`config.mk`:
```
export PLATFORM = sky130hd
export DESIGN_NAME = regwr_decoder_flat
export DESIGN_NICKNAME = d
export VERILOG_FILES = /design/src/rtl/regwr_decoder_if.sv /design/src/rtl/regwr_decoder.sv /design/src/flat_wrapper.sv
export SDC_FILE = /design/constraint.sdc
export NUM_CORES = 1
export LEC_CHECK = 0
export BUFFER_PORTS_ARGS = -buffer_cell sky130_fd_sc_hd__clkbuf_2
export CAP_MARGIN = 20
export CORE_MARGIN = 5
export CORE_UTILIZATION = 28
export CTS_CLUSTER_SIZE = 28
export DETAILED_ROUTE_END_ITERATION = 16
export GPL_TIMING_DRIVEN = 1
export PLACE_DENSITY = 0.59
export SKIP_CTS_REPAIR_TIMING = 1
export SYNTH_ARGS = -nofsm -noshare
export SYNTH_HDL_FRONTEND = slang
export SYNTH_SLANG_ARGS = --single-unit
```
`constraint.sdc`:
```
create_clock -name clk -period 3.68 [get_ports clk]
set_input_delay 0.552 -clock clk [delete_from_list [all_inputs] [get_ports clk]]
set_output_delay 0.552 -clock clk [all_outputs]
set_load 0.05 [all_outputs]
```
`src/rtl/regwr_decoder_if.sv`:
```
// Bus bundle for regwr_decoder: per-port write requests, lock control and
// the decoded/status outputs. clk and rst stay outside as plain ports.
interface regwr_decoder_if #(
  parameter int ADDR_W = 4,
  parameter int PORTS  = 2
);
  localparam int NREG = 1 << ADDR_W;

  logic [PORTS-1:0]        wr_en;
  logic [PORTS*ADDR_W-1:0] wr_addr;
  logic                    lock_set;
  logic                    lock_clr;
  logic [ADDR_W-1:0]       lock_addr;
  logic [NREG-1:0]         wr_onehot;
  logic [NREG-1:0]         lock_mask;
  logic                    conflict;
  logic                    blocked;
  logic [7:0]              wr_cnt;

  // Requester side: drives writes and lock requests, observes status.
  modport master (
    output wr_en, wr_addr, lock_set, lock_clr, lock_addr,
    input  wr_onehot, lock_mask, conflict, blocked, wr_cnt
  );

  // Decoder side.
  modport slave (
    input  wr_en, wr_addr, lock_set, lock_clr, lock_addr,
    output wr_onehot, lock_mask, conflict, blocked, wr_cnt
  );
endinterface

```
`src/rtl/regwr_decoder.sv`:
```
// regwr_decoder: multi-port register write decoder with per-register locks.
// Each enabled port is decoded one-hot, the results are ORed, locked
// registers are masked off and the vector is registered (one cycle latency).
// Also flags same-address collisions (conflict), lock suppression (blocked)
// and counts cycles with a non-zero registered write vector (wr_cnt, wraps).
// Optional feature: define ZERO_REG_PROTECT_EN to make register 0 permanently
// locked (writes to it pulse blocked, lock requests to it are ignored).
module regwr_decoder #(
  parameter int ADDR_W = 4,
  parameter int PORTS  = 2
) (
  input  logic            clk,
  input  logic            rst,
  regwr_decoder_if.slave  bus
);
  localparam int NREG = 1 << ADDR_W;
  localparam logic [NREG-1:0] LP_ONE = NREG'(1);

  // Register 0 appears permanently locked when protection is built in.
`ifdef ZERO_REG_PROTECT_EN
  localparam logic [NREG-1:0] LP_FIXED_LOCK = NREG'(1);
`else
  localparam logic [NREG-1:0] LP_FIXED_LOCK = '0;
`endif

  logic [PORTS-1:0][NREG-1:0] w_dec;
  logic [NREG-1:0]            w_hit;
  logic [NREG-1:0]            w_lock_eff;
  logic [NREG-1:0]            w_allow;
  logic                       w_blocked;
  logic                       w_conflict;
  logic [NREG-1:0]            w_lock_next;

  logic [NREG-1:0]            r_onehot;
  logic [NREG-1:0]            r_lock;
  logic                       r_conflict;
  logic                       r_blocked;
  logic [7:0]                 r_cnt;

  // Per-port one-hot address decode, gated by that port's enable.
  generate
    for (genvar gi = 0; gi < PORTS; gi++) begin : g_dec
      assign w_dec[gi] = bus.wr_en[gi]
                       ? (LP_ONE << bus.wr_addr[gi*ADDR_W +: ADDR_W])
                       : '0;
    end
  endgenerate

  // Merge all ports; a shared address collapses to a single set bit.
  always_comb begin
    w_hit = '0;
    for (int p = 0; p < PORTS; p++) begin
      w_hit = w_hit | w_dec[p];
    end
  end

  // Detect two or more enabled ports carrying the same address.
  always_comb begin
    w_conflict = 1'b0;
    for (int p = 0; p < PORTS; p++) begin
      for (int q = p + 1; q < PORTS; q++) begin
        if (bus.wr_en[p] && bus.wr_en[q] &&
            (bus.wr_addr[p*ADDR_W +: ADDR_W] == bus.wr_addr[q*ADDR_W +: ADDR_W])) begin
          w_conflict = 1'b1;
        end
      end
    end
  end

  // Writes are checked against the current (old) mask, so a lock_set in
  // the same cycle as a write does not suppress that write.
  assign w_lock_eff = r_lock | LP_FIXED_LOCK;
  assign w_allow    = w_hit & ~w_lock_eff;
  assign w_blocked  = |(w_hit & w_lock_eff);

  // Next lock state: set takes priority over clear on the same address.
  always_comb begin
    w_lock_next = r_lock;
    if (bus.lock_set) begin
      w_lock_next[bus.lock_addr] = 1'b1;
    end else if (bus.lock_clr) begin
      w_lock_next[bus.lock_addr] = 1'b0;
    end
    // The stored bit for a fixed-locked register never changes.
    w_lock_next = w_lock_next & ~LP_FIXED_LOCK;
  end

  // Register decoded writes, status pulses and lock state; reset drops any
  // in-flight decode and ignores requests presented during reset.
  always_ff @(posedge clk) begin
    if (rst) begin
      r_onehot   <= '0;
      r_lock     <= '0;
      r_conflict <= 1'b0;
      r_blocked  <= 1'b0;
    end else begin
      r_onehot   <= w_allow;
      r_lock     <= w_lock_next;
      r_conflict <= w_conflict;
      r_blocked  <= w_blocked;
    end
  end

  // Count cycles whose registered write vector was non-zero; wraps at 256.
  always_ff @(posedge clk) begin
    if (rst) begin
      r_cnt <= 8'd0;
    end else begin
      r_cnt <= r_cnt + {7'd0, |r_onehot};
    end
  end

  assign bus.wr_onehot = r_onehot;
  assign bus.lock_mask = r_lock | LP_FIXED_LOCK;
  assign bus.conflict  = r_conflict;
  assign bus.blocked   = r_blocked;
  assign bus.wr_cnt    = r_cnt;

endmodule

```
`src/flat_wrapper.sv`:
```
// flat-port wrapper written by rule: the top's interface ports become plain ports
module regwr_decoder_flat 
#(
  parameter int ADDR_W = 4,
  parameter int PORTS  = 2
)
  (clk, rst, bus_wr_en, bus_wr_addr, bus_lock_set, bus_lock_clr, bus_lock_addr, bus_wr_onehot, bus_lock_mask, bus_conflict, bus_blocked, bus_wr_cnt);
  regwr_decoder_if #(.ADDR_W(ADDR_W), .PORTS(PORTS)) bus_i ();
  input  logic clk;
  input  logic rst;
  input wire logic [$bits(bus_i.wr_en)-1:0] bus_wr_en;
  input wire logic [$bits(bus_i.wr_addr)-1:0] bus_wr_addr;
  input wire logic [$bits(bus_i.lock_set)-1:0] bus_lock_set;
  input wire logic [$bits(bus_i.lock_clr)-1:0] bus_lock_clr;
  input wire logic [$bits(bus_i.lock_addr)-1:0] bus_lock_addr;
  output wire logic [$bits(bus_i.wr_onehot)-1:0] bus_wr_onehot;
  output wire logic [$bits(bus_i.lock_mask)-1:0] bus_lock_mask;
  output wire logic [$bits(bus_i.conflict)-1:0] bus_conflict;
  output wire logic [$bits(bus_i.blocked)-1:0] bus_blocked;
  output wire logic [$bits(bus_i.wr_cnt)-1:0] bus_wr_cnt;
  assign bus_i.wr_en = bus_wr_en;
  assign bus_i.wr_addr = bus_wr_addr;
  assign bus_i.lock_set = bus_lock_set;
  assign bus_i.lock_clr = bus_lock_clr;
  assign bus_i.lock_addr = bus_lock_addr;
  assign bus_wr_onehot = bus_i.wr_onehot;
  assign bus_lock_mask = bus_i.lock_mask;
  assign bus_conflict = bus_i.conflict;
  assign bus_blocked = bus_i.blocked;
  assign bus_wr_cnt = bus_i.wr_cnt;
  regwr_decoder #(.ADDR_W(ADDR_W), .PORTS(PORTS)) u_core (.clk(clk), .rst(rst), .bus(bus_i));
endmodule
```
# Word-level counts from Yosys, hierarchy flattened
# Cells that the tools add are included.
# word_totals
register_bits	42
inputBits	18
output_inout_bits	42
# classes
addsub	1
magnitude_cmp	2
eq_ne	1
n_shift	2
mux	7
bitwise	7
reduce_logical	6
# ops
cell	count
16-bit two-way mux	4
16-bit AND	3
16-bit inverter	2
16-bit OR	2
16-bit OR reduction	2
1-bit by 4-bit << shifter with 16-bit output (first input constant)	2
8-bit by 1-bit adder with 8-bit output	1
4-bit by 5-bit less-than comparator with 1-bit output (second input constant)	1
1-bit demux with 4-bit select	1
4-bit == test	1
4-bit by 1-bit greater-or-equal comparator with 1-bit output (second input constant)	1
1-bit logical AND	3
1-bit two-way mux	2
2-bit nonzero test	1

# Longest topological paths before layout
# Gate-level depths: netlist of the first run.
# logic_depth
depth_word	8
mapped_depth	7
ltp_nobuf	7

# Least setup slack after synthesis of the first run
# OpenSTA, ideal clock, no wires.
# synth_path
path_type	input to register
start	input port bus_wr_addr[1]
end	register u_core.r_blocked, in the netlist u_core.bus.blocked
setup_time_ps	138
arrival_time_ps	1662
path_slack_ps	1880
stages	7
n_path_buf	2
cell_sequence	buf_6 and2_1 buf_6 a22o_1 a22o_1 a221oi_2 a41oi_1
# synth_via
elab_chain_len	5
# synth_lines
item	line_no	text
from (decl)	flat_wrapper.sv:12	input wire logic [$bits(bus_i.wr_addr)-1:0] bus_wr_addr;
1-bit by 4-bit << shifter with 16-bit output	regwr_decoder.sv:44	? (LP_ONE << bus.wr_addr[gi*ADDR_W +: ADDR_W])
16-bit two-way mux	regwr_decoder.sv:44	
16-bit OR	regwr_decoder.sv:53	w_hit = w_hit | w_dec[p];
16-bit AND	regwr_decoder.sv:74	assign w_blocked = |(w_hit & w_lock_eff);
16-bit OR reduction	regwr_decoder.sv:74	
to (signal assigned)	regwr_decoder.sv:100	r_blocked <= w_blocked;
to (decl)	regwr_decoder.sv:37	logic r_blocked;
# Every way passes these cells.
# A chain may end at the register's enable or synchronous reset.

# Worst setup path after layout of the first run
# Same ends and word-level chain as after synthesis.

==> results of run 1 <==
==> cell type report <==
class                   count  area (µm²)  share of cell area [%]
multi-input cells         180        1160                    45.7
flip-flops and latches     42         841                    33.1
repair buffers             59         295                    11.6
well taps                  99         124                    4.87
clock buffers               5        68.8                    2.71
clock inverters             3        43.8                    1.72
inverters                   2        7.51                   0.295
==> kinds of logic (layout without fill, tap and decap cells) <==
group | Yosys count | after routing | share of synthesized area [%]
and+or+nand+nor | 111 | 111 | 28.0
AOI/OAI and AO/OA | 42 | 42 | 15.1
DFF | 42 | 42 | 40.3
xor gates and xnor gates | 10 | 10 | 4.20
muxes | 15 | 15 | 7.20
adders and majority gates | 2 | 2 | 1.20
buffers and inverters | 17 | 69 | 4.02
==> power breakdown <==
| part | internal, mW | switching [mW] | total, mW | leakage (nW) |
|---|---|---|---|---|
| logic | 0.0423 | 0.103 | 0.145 | 0.661 |
| registers | 0.466 | 0.0107 | 0.476 | 0.340 |
| clock network | 0.204 | 0.172 | 0.375 | 0.0585 |
==> metal layers <==
| metal | GRT usage (%) | part of all wire (%) |
|---|---|---|
| met5 | 0 | 0 |
| met4 | 5.84 | 3.4 |
| met3 | 3.44 | 7.0 |
| met2 | 20.8 | 44 |
| met1 | 18.2 | 45 |
==> worst min path at each step <==
| stage | endpoint | slack, ns | depth (start not counted) |
|---|---|---|---|
| after floorplan | u_core.bus.conflict | 0.67 | 2 |
| after global placement | u_core.bus.wr_cnt[7] | 0.50 | 2 |
| after detailed placement | u_core.bus.wr_cnt[7] | 0.51 | 2 |
| after CTS | u_core.bus.conflict | 0.50 | 3 |
| after global routing | u_core.bus.conflict | 0.53 | 3 |
| final | u_core.bus.conflict | 0.50 | 3 |
==> cell usage in the layout, fill, tap and decap left out, drive strengths merged, types with 2 or more instances in the layout <==
master	instances
nand2b	5
nand3b	3
nor3	16
and3	6
a22o	8
ha	2
a21oi	4
xnor2	5
nor3b	5
nand2	10
xor2	5
and2b	2
nand3	8
o21ai	6
and3b	3
nor2b	4
nor2	36
dfxtp	42
inv	3
mux2i	15
a22oi	14
a31oi	2
clkbuf	64
and2	2
nand4b	2
nor4	5
==> worst register-to-register path, delay by kind of cell (launching register included) <==
| kind | cells | cell delay (ns) |
|---|---|---|
| xor gates and xnor gates | 1 | 0.16 |
| adders and majority gates | 2 | 0.45 |
| and+or+nand+nor | 4 | 0.63 |
| DFF | 1 | 0.32 |
==> metrics by stage <==
step | util, % | setup slack (ns)
floorplan | - | 1.88
global placement | 33.5 | 1.67
detailed placement | 33.5 | 1.66
CTS | 35.0 | 1.94
global route | 35.0 | 1.82
finish | 35.0 | 1.95
==> impl_metrics.json, run 1 <==
{
  "outcome": "finished, final reports clean",
  "cp_max_fo": 9,
  "finalHoldViolCount": 0,
  "gp_congestion": 0.900,
  "crit_path_end_kind": "register",
  "synth_edf_count": 0,
  "h-tree-depth": 2,
  "synth_nets": 259,
  "routed_via_density": 5.13,
  "clock_path_buffers": 2,
  "place_hpwl_um": 4570,
  "grt_pass1_wl_um": 9720,
  "grtUsageTotal_pct": 13.7,
  "drt-initial-drc-count": 324,
  "timing.final.crit_share_pct": 47.1,
  "antenna_left": 0,
  "clk_pin_slew_worst_paths_ns": 0.09,
  "overflow": 0,
  "cp_top_family": "simple AND/OR/NAND/NOR gates",
  "crit_buf_inv": 1,
  "reg2reg_slack_ns": 1.99,
  "ir_drop_mv": 0.162,
  "hp-class": "input pin to register",
  "post-place-cells": 382,
  "layout-drive-gt1-share_pct": 24.1,
  "io_buffers": 59,
  "wire_per_inst_um": 15.7,
  "antenna_found_initial": 0,
  "cts-root-buf": "clkbuf_8",
  "antennaDiodeCount": 0,
  "postPlaceCellArea_um2": 2430,
  "core.rowCount": 31,
  "synth_common_cells": "dfxtp_1, nor2_1, nor3_1",
  "cp.arrival_ns": 1.88,
  "die_y_um": 96.3,
  "setup_viol": 0,
  "critPathCapture": "u_core.bus.blocked",
  "synth.largest_area_cell": "dfxtp_1",
  "crit_chain": "clkbuf_2, and2b_1, a222oi_1, nand2b_1, and4_1, a41oi_1",
  "r2r_start": "u_core.bus.wr_onehot[2]",
  "cts_buffers": 5,
  "design_area_um2": 2540,
  "io_pins": 60,
  "ys_seq_area_share_pct": 40.3,
  "grt_pass1_vias": 1839,
  "drv_cap": 0,
  "fmax_mhz": 577,
  "clock_skew_ns": 0.0145,
  "relSlewSlack_pct": 43.5,
  "critPathKind": "input pin to register",
  "power_mw": 0.997,
  "async_reset_ff_share_pct": 0,
  "worst_pin_slew_ns": 0.847,
  "rr_worst_depth": 7,
  "slew_viol_final": 0,
  "syn_area_um2": 2090,
  "yosys-top-cells-area": "dfxtp_1, mux2i_1, nor2_1",
  "start_util_pct": 28.8,
  "synth.distinct_cells": 43,
  "powerDensity_nw_per_um2": 392,
  "drtPass1Iterations": 5,
  "dieArea_um2": 9280,
  "max_stage_delay_ns": 0.36,
  "avgSynthCellArea_um2": 8.73,
  "cts_sinks": 42,
  "wl_um": 6130,
  "yosys.cell_count.top_type": "dfxtp_1",
  "ys_ff_latch": 42,
  "die_w_um": 96.3,
  "yosys_warnings": 0,
  "cp.required_ns": 3.83,
  "timing.hold.ws_ns": 0.497,
  "cp.depth": 6,
  "synthCells": 239,
  "coreArea_um2": 7250,
  "critPathLaunch": "bus_wr_addr[1]",
  "nets": 310,
  "rsz0062_at_grt": "false",
  "rr_endpoint": "u_core.bus.wr_cnt[4]",
  "critPathLaunchType": "input pin",
  "tns_ns": 0,
  "leakage_nw": 1.06,
  "ys.flop_type": "dfxtp_1",
  "min_from": "bus_wr_en[0]",
  "drc": 0,
  "cts_tree": "done",
  "fill_cells": 773,
  "vias": 2001,
  "min_period_ns": 1.73,
  "yosys.area.top_type_share_pct": 40.3,
  "area_growth_syn_to_layout_pct": 21.8,
  "insertion_delay_ns": 0.30,
  "grt_max_degree": 43,
  "cp_slowest_cell": "a222oi_1",
  "stdcell_count": 390
}
No activity file was read; power rests on OpenSTA's default activity.
==> run 2, diff against run 1 <==
- PLACE_DENSITY: 0.59 -> 0.61
- clock period: 3.68 -> 1.4 ns (I/O delays scaled with it)
==> run 2 against run 1 <==
  * The run now ends with setup timing left
  * Power grew to 2.6 times the previous value
  * Clock power grew 120%
  * Count of clock-buffer cells in the layout is the same
  * Clock skew shrank 0.0054 ns
  * Sequential power grew to 2.6 times the previous value
  * Highest routed layer unchanged
  * Utilization grew 6.8 points
  * Register-to-register slack lost 2.2 ns
  * Cell area grew 20%
  * Sequential cell count is the same
  * Largest power group unchanged
==> impl_metrics.json, run 2 (same netlist as run 1, synthesis figures left out) <==
{
  "wl_um": 6630,
  "min_from": "bus_wr_en[0]",
  "gp_congestion": 0.930,
  "critPathKind": "register to register",
  "fmax_mhz": 629,
  "setup_slack_ns": -0.189,
  "cp_top_family": "simple AND/OR/NAND/NOR gates",
  "antennaDiodeCount": 0,
  "clock_path_buffers": 2,
  "io_pins": 60,
  "antenna_found_initial": 0,
  "routed_via_density": 4.93,
  "rsz0062_at_grt": "true",
  "postPlaceCellArea_um2": 2860,
  "violations": "setup timing",
  "io_buffers": 59,
  "grt_max_degree": 23,
  "crit_path_end_kind": "register",
  "slew_viol_final": 0,
  "design_area_um2": 3040,
  "grt_pass1_vias": 1967,
  "reg2reg_slack_ns": -0.19,
  "cts_sinks": 42,
  "cts-root-buf": "clkbuf_8",
  "cp_slowest_cell": "dfxtp_4",
  "insertion_delay_ns": 0.30,
  "clk_pin_slew_worst_paths_ns": 0.09,
  "dieArea_um2": 9280,
  "place_hpwl_um": 5210,
  "wire_per_inst_um": 15.1,
  "power_mw": 2.57,
  "cp_max_fo": 3,
  "clock_skew_ns": 0.00915,
  "cp.required_ns": 1.58,
  "grtUsageTotal_pct": 14.1,
  "vias": 2158,
  "layout_common_cells": "clkbuf_2, buf_4, nor2_1",
  "core.rowCount": 31,
  "rr_endpoint": "u_core.bus.wr_cnt[5]",
  "area_growth_syn_to_layout_pct": 45.7,
  "grt_pass1_wl_um": 10100,
  "antenna_left": 0,
  "min_period_ns": 1.59,
  "hold_path_end": "u_core.bus.conflict",
  "h-tree-depth": 2,
  "powerDensity_nw_per_um2": 846,
  "nets": 358,
  "outcome": "finished, violations left",
  "die_w_um": 96.3,
  "stdcell_count": 438,
  "hp-class": "input pin to register",
  "cp.arrival_ns": 1.77,
  "critPathLaunchType": "register",
  "post-place-cells": 430,
  "setup_viol": 7,
  "ir_drop_mv": 0.344,
  "cts_buffers": 5,
  "tns_ns": -0.811,
  "drtPass1Iterations": 4,
  "max_stage_delay_ns": 0.36,
  "layout-drive-gt1-share_pct": 44.5,
  "whs_path_depth": 4,
  "coreArea_um2": 7250,
  "leakage_nw": 1.32,
  "drt-initial-drc-count": 175,
  "layout.cells.most_common": "clkbuf_2",
  "timing.hold.ws_ns": 0.268,
  "finalHoldViolCount": 0,
  "timing.final.crit_share_pct": 114,
  "r2r_start": "u_core.bus.wr_onehot[5]",
  "pre_cts_slack_ns": -0.241,
  "start_util_pct": 28.8,
  "drc": 0,
  "relSlewSlack_pct": 67.4,
  "cts_tree": "done",
  "crit_chain": "nor4_4, nand4_1, ha_2, and3_4, nand3_2, xor2_1, nor2_1",
  "crit_buf_inv": 0,
  "drv_cap": 0,
  "worst_pin_slew_ns": 0.488,
  "overflow": 0,
  "die_y_um": 96.3,
  "rr_worst_depth": 7,
  "final_core_util_pct": 41.9
}
-- run 2: worst reg2reg max path: cells and delay by family (launching register included) --
kind	cells	cell delay (ns)
flip-flops	1	0.36
AND/OR/NAND/NOR	5	0.74
XOR/XNOR	1	0.16
adder cells (fa/ha/maj)	1	0.23
-- run 2: layer usage --
layer	share of wire [%]	vias up	track usage [%]
li1	-	1065	-
met1	47	1019	18.9
met2	47	69	22.9
met3	5.7	5	3.44
met4	0.85	0	3.15
met5	0	-	0
-- run 2: worst max path at each step --
stage                                      end               startpoint  slack, ns  depth (start not counted)
final                     u_core.bus.wr_cnt[5]  u_core.bus.wr_onehot[5]      -0.19                          7
after floorplan           u_core.bus.wr_cnt[4]  u_core.bus.wr_onehot[7]      -0.14                          7
after global placement    u_core.bus.wr_cnt[7]  u_core.bus.wr_onehot[7]      -0.26                          7
after global routing      u_core.bus.wr_cnt[5]  u_core.bus.wr_onehot[5]      -0.27                          7
after CTS                 u_core.bus.wr_cnt[6]  u_core.bus.wr_onehot[9]      -0.27                          7
after detailed placement  u_core.bus.wr_cnt[6]  u_core.bus.wr_onehot[7]      -0.24                          7
-- run 2: cell type report --
| cell class | instances | area (µm²) |
|---|---|---|
| Fill cell | 747 | 4220 |
| Clock inverter | 3 | 23.8 |
| Inverter | 2 | 7.51 |
| Clock buffer | 5 | 68.8 |
| Timing Repair Buffer | 107 | 668 |
| Tap cell | 99 | 124 |
| Sequential cell | 42 | 882 |
| Multi-Input combinational cell | 180 | 1260 |
-- run 2: report_power, final --
group / total [mW] / switching, mW / internal [mW]
registers: 1.25 / 0.0309 / 1.21
logic: 0.495 / 0.296 / 0.199
clock network: 0.831 / 0.474 / 0.357
